$ cat src/rtl/intc_bamse.sv
// intc_bamse: edge-capturing interrupt controller for the PicoBlaze port bus (optional macro INTC_VECTOR_EN).
// Latency: source edge -> pend next cycle -> interrupt high in the third cycle; register writes take effect next cycle.
// Backpressure: none; a raised interrupt is held until interrupt_ack, later edges stay pending.
module intc_bamse #(
  parameter int          N_SRC     = 8,
  parameter logic [7:0]  ADDR_PEND = 8'h01,
  parameter logic [7:0]  ADDR_MASK = 8'h02,
  parameter logic [7:0]  ADDR_VEC  = 8'h03
) (
  input  logic             clk,
  input  logic             rst_n,
  input  logic [N_SRC-1:0] irq_src,
  input  logic [7:0]       address,
  input  logic [7:0]       data_in,
  input  logic             ren,
  input  logic             wen,
  output logic [7:0]       data_out,
  output logic             interrupt,
  input  logic             interrupt_ack
);

  typedef enum logic [1:0] {
    IDLE    = 2'd0,
    REQ     = 2'd1,
    SERVICE = 2'd2
  } state_t;

  state_t           state;
  state_t           state_nxt;
  logic [N_SRC-1:0] irq_q;
  logic [N_SRC-1:0] pend;
  logic [N_SRC-1:0] mask;
  logic [N_SRC-1:0] edges;
  logic [N_SRC-1:0] act;
  logic [N_SRC-1:0] pend_clr;
  logic [7:0]       pend_x;
  logic [7:0]       mask_x;
  logic [7:0]       vec_x;
  logic             svc_done;
  logic             unused_ok;

  // Reads have no side effects, so the strobe and any data bits beyond N_SRC are not needed.
  assign unused_ok = ren ^ (^data_in);

  assign edges    = irq_src & ~irq_q;
  assign act      = pend & mask;
  assign pend_clr = (wen && address == ADDR_PEND) ? data_in[N_SRC-1:0] : '0;
  assign pend_x   = 8'(pend);
  assign mask_x   = 8'(mask);

  // Source history, pending capture (a new edge beats a same-cycle clear) and mask register.
  always_ff @(posedge clk or negedge rst_n) begin
    if (!rst_n) begin
      irq_q <= '0;
      pend  <= '0;
      mask  <= '0;
    end else begin
      irq_q <= irq_src;
      pend  <= (pend & ~pend_clr) | edges;
      if (wen && address == ADDR_MASK)
        mask <= data_in[N_SRC-1:0];
    end
  end

`ifdef INTC_VECTOR_EN
  logic [2:0] vec;
  logic [2:0] idx;

  // Lowest-index active source wins: scan downwards so the last hit is the smallest index.
  always_comb begin
    idx = 3'd0;
    for (int i = N_SRC - 1; i >= 0; i--)
      if (act[i]) idx = 3'(i);
  end

  // Vector is frozen when the request is raised so software sees which source it is serving.
  always_ff @(posedge clk or negedge rst_n) begin
    if (!rst_n)
      vec <= 3'd0;
    else if (state == IDLE && act != '0)
      vec <= idx;
  end

  assign vec_x    = {5'b0, vec};
  assign svc_done = ~pend_x[vec];
`else
  assign vec_x    = 8'h00;
  assign svc_done = (act == '0);
`endif

  // Software register read mux, unmapped addresses read zero.
  always_comb begin
    data_out = 8'h00;
    if (address == ADDR_PEND)
      data_out = pend_x;
    else if (address == ADDR_MASK)
      data_out = mask_x;
    else if (address == ADDR_VEC)
      data_out = vec_x;
  end

  // Handshake sequencing: a raised request is never retracted, only acknowledged.
  always_comb begin
    state_nxt = state;
    case (state)
      IDLE:    if (act != '0)    state_nxt = REQ;
      REQ:     if (interrupt_ack) state_nxt = SERVICE;
      SERVICE: if (svc_done)      state_nxt = IDLE;
      default:                    state_nxt = IDLE;
    endcase
  end

  // State register plus the registered interrupt line, decoded from the next state.
  always_ff @(posedge clk or negedge rst_n) begin
    if (!rst_n) begin
      state     <= IDLE;
      interrupt <= 1'b0;
    end else begin
      state     <= state_nxt;
      interrupt <= (state_nxt == REQ);
    end
  end

endmodule
$ cat config.mk
export PLATFORM = sky130hd
export DESIGN_NAME = intc_bamse
export DESIGN_NICKNAME = d
export VERILOG_FILES = /design/src/rtl/intc_bamse.sv
export SDC_FILE = /design/constraint.sdc
export NUM_CORES = 1
export LEC_CHECK = 0
export CORE_AREA = 5 5 60 62
export CTS_BUF_LIST = sky130_fd_sc_hd__clkbuf_8 sky130_fd_sc_hd__clkbuf_16
export CTS_CLUSTER_DIAMETER = 200
export DETAILED_ROUTE_END_ITERATION = 8
export DIE_AREA = 0 0 65 67
export PLACE_DENSITY_LB_ADDON = 0.08
export SETUP_SLACK_MARGIN = 0.5
export SLEW_MARGIN = 40
export SYNTH_ARGS = -nofsm -noshare
export SYNTH_HDL_FRONTEND = slang
export SYNTH_SLANG_ARGS = --single-unit
$ cat constraint.sdc
create_clock -name clk -period 1.1 [get_ports clk]
set_input_delay 0.165 -clock clk [delete_from_list [all_inputs] [get_ports clk]]
set_output_delay 0.165 -clock clk [all_outputs]
set_load 0.02 [all_outputs]
==> impl_metrics.tcl <==
set metrics [dict create \
    status "finished with violations" \
    failed_checks "setup timing" \
    cts_tree "done" \
    crit_arrival_ns 1.45 \
    syn_nets 126 \
    final_layout_size_suffix_gt1_frac 0.521 \
    gp_congestion 0.764 \
    postSynthCellCount 97 \
    mostFrequentLayoutCells "dfrtp_1 (27), buf_4 (20), clkdlybuf4s50_1 (19)" \
    p_leak_uw 0.000905 \
    synth-seq-cells 27 \
    clk_pin_slew_ns 0.09 \
    start_util 0.382 \
    routed_wl_um 3040 \
    setup_slack_ns -0.190 \
    crit_path_max_fanout 3 \
    core_um2 2980 \
    rsz0062_at_grt "true" \
    clock_skew_ns 0.000772 \
    grt_max_degree 28 \
    crit_required_ns 1.26 \
    yosysSeqAreaShare 0.593 \
    fp.dieArea_um2 4360 \
    power.density_nw_per_um2 1060 \
    setup_tns_ns -2.87 \
    grt.overflow.total 0 \
    async_flop_share 1.00 \
    setup_viol_count_final 27 \
    yosys.cell_types.count 18 \
    layout_commonest_cell "dfrtp_1" \
    path_buf_inv 0 \
    critPathMaxStageDelay_ns 0.41 \
    hold_viol_final 0 \
    gr-usage-all-layers 0.158 \
    clock_latency_ns 0.27 \
    fin_crit_ns 1.29 \
    die_y_um 67 \
    grt_pass1_wl_um 5200 \
    final_nets 193 \
    irDropWorstVdd_mv 0.911 \
    ios 38 \
    ant_nets 0 \
    drv_cap 0 \
    place_ws_ns -0.981 \
    h-tree-depth 1 \
    cts_sinks 27 \
    antenna_cells 0 \
    drt_iter0_drc 19 \
    ys.flop_type "dfrtp_1" \
    avgViaCountPerCell 4.99 \
    total_power_uw 2110 \
    worst_pin_slew_ns 0.243 \
    final_max_slew_viol_count 0 \
    antenna_found_initial 0 \
    die_w_um 65 \
    synth.top_cells.by_area "dfrtp_1 (59%), mux2_2 (7.9%), a22o_1 (6.9%)" \
    cts_made_buffers 3 \
    num_vias 979 \
    synth.avg_cell_area_um2 11.7 \
    relSlewSlack 0.837 \
    rows 20 \
    cts.path.max_buffers 2 \
    first_pass_iters 4 \
    drt-wirelength-per-cell_um 15.5 \
    synth_top_area_share 0.593 \
    areaGrowthSynthToFinish_pct 75.5 \
    critPathSlowestCell "dfrtp_1" \
    fmax_mhz 775 \
    hold_path.class "in -> async" \
    crit_family "compound AO/OA/AOI/OAI gates" \
    cts_hold_buf 0 \
    synth_area_um2 1140 \
    fin_crit_sh 1.17 \
    synth_edf_count 0 \
    yosysTopAreaCell "dfrtp_1" \
    worstPathCellList "a22o_1, a221oi_2, and3_4, o22ai_1" \
    startpoint_type "register" \
    drc 0 \
    root_buffer "clkbuf_8" \
    hpwlAfterDp_um 2100 \
    ys_warn_count 0 \
    grt_pass1_vias 1125 \
    place.port_buffers 36 \
    worstSetupEndpointType "register" \
    critical_path_class "reg -> reg" \
]
[layout make-up]
| class | count | area, um^2 |
|---|---|---|
| clock buffer | 3 | 41.3 |
| clock inverter | 1 | 3.75 |
| fill | 223 | 980 |
| inverter | 9 | 33.8 |
| multi-input combinational | 58 | 571 |
| sequential | 27 | 676 |
| tap | 33 | 41.3 |
| timing repair buffer | 65 | 632 |
[per-layer routing]
layer | routed length (um) | track usage | vias up | part of all wire
met2 | 1590 | 0.284 | 22 | 0.52
met3 | 139 | 0.0472 | 4 | 0.046
met1 | 1290 | 0.184 | 481 | 0.43
met5 | 0 | 0 | - | 0
met4 | 21 | 0.0396 | 0 | 0.0069
li1 | - | - | 472 | -
[flip-flops by register name (all words and copies together) (netlist names)]
| signal | count |
|---|---|
| interrupt | 1 |
| state | 2 |
| mask | 8 |
| pend | 8 |
| irq_q | 8 |
[cell families after synthesis]
group | after synthesis | synth area share
AOI/OAI and AO/OA | 23 | 0.157
buffers and inverters | 12 | 0.0451
DFF | 27 | 0.593
muxes | 8 | 0.0791
and+or+nand+nor | 27 | 0.125
[worst paths after layout]
kind                                     from                 end  slack (ns)  depth (start not counted)
min                                     rst_n  state[1]$_DFF_PN0_        0.23                          2
max                         pend[6]$_DFF_PN0_  state[1]$_DFF_PN0_       -0.19                          4
max reg2reg                 pend[6]$_DFF_PN0_  state[1]$_DFF_PN0_       -0.19                          4
min in group clk                   irq_src[1]  irq_q[1]$_DFF_PN0_        0.36                          1
min reg2reg                state[1]$_DFF_PN0_  state[1]$_DFF_PN0_        0.48                          1
max in group asynchronous               rst_n  irq_q[2]$_DFF_PN0_        0.70                          2
[Yosys cell counts (2+ instances only)]
cell     count
mux2_2       8
inv_1        9
nor2b_1      2
dfrtp_1     27
nand2_1     11
buf_2        2
a22o_1       9
a21oi_1      2
a22oi_1     10
nor2_1       9
[metrics by stage]
step,util,hold slack [ns],cell area (um^2),cells
floorplan,-,-0.131,1140,97
global placement,0.574,0.450,1710,186
detailed placement,0.574,0.471,1710,186
CTS,0.668,0.241,1990,195
global route,0.671,0.236,2000,196
finish,0.671,0.234,2000,196
[power by group]
group          internal [uW]  leakage [uW]  switching, uW
clock                    250     0.0000269            295
sequential              1070      0.000312           37.5
combinational            252      0.000566            209
total                   1570      0.000905            541
[worst register-to-register path, cell delays in order (launching register included)]
cell and delay [ns]:
dfrtp_1 0.41, a22o_1 0.25, a221oi_2 0.20, and3_4 0.24, o22ai_1 0.08
[what timing repair did]
action                     CTS  global route
setup buffers                3             1
pin swaps                   23            14
setup endpoints to repair   28            28
cloned                       2             0
gates resized for setup    128             3
Power figures use the tool's default switching activity.
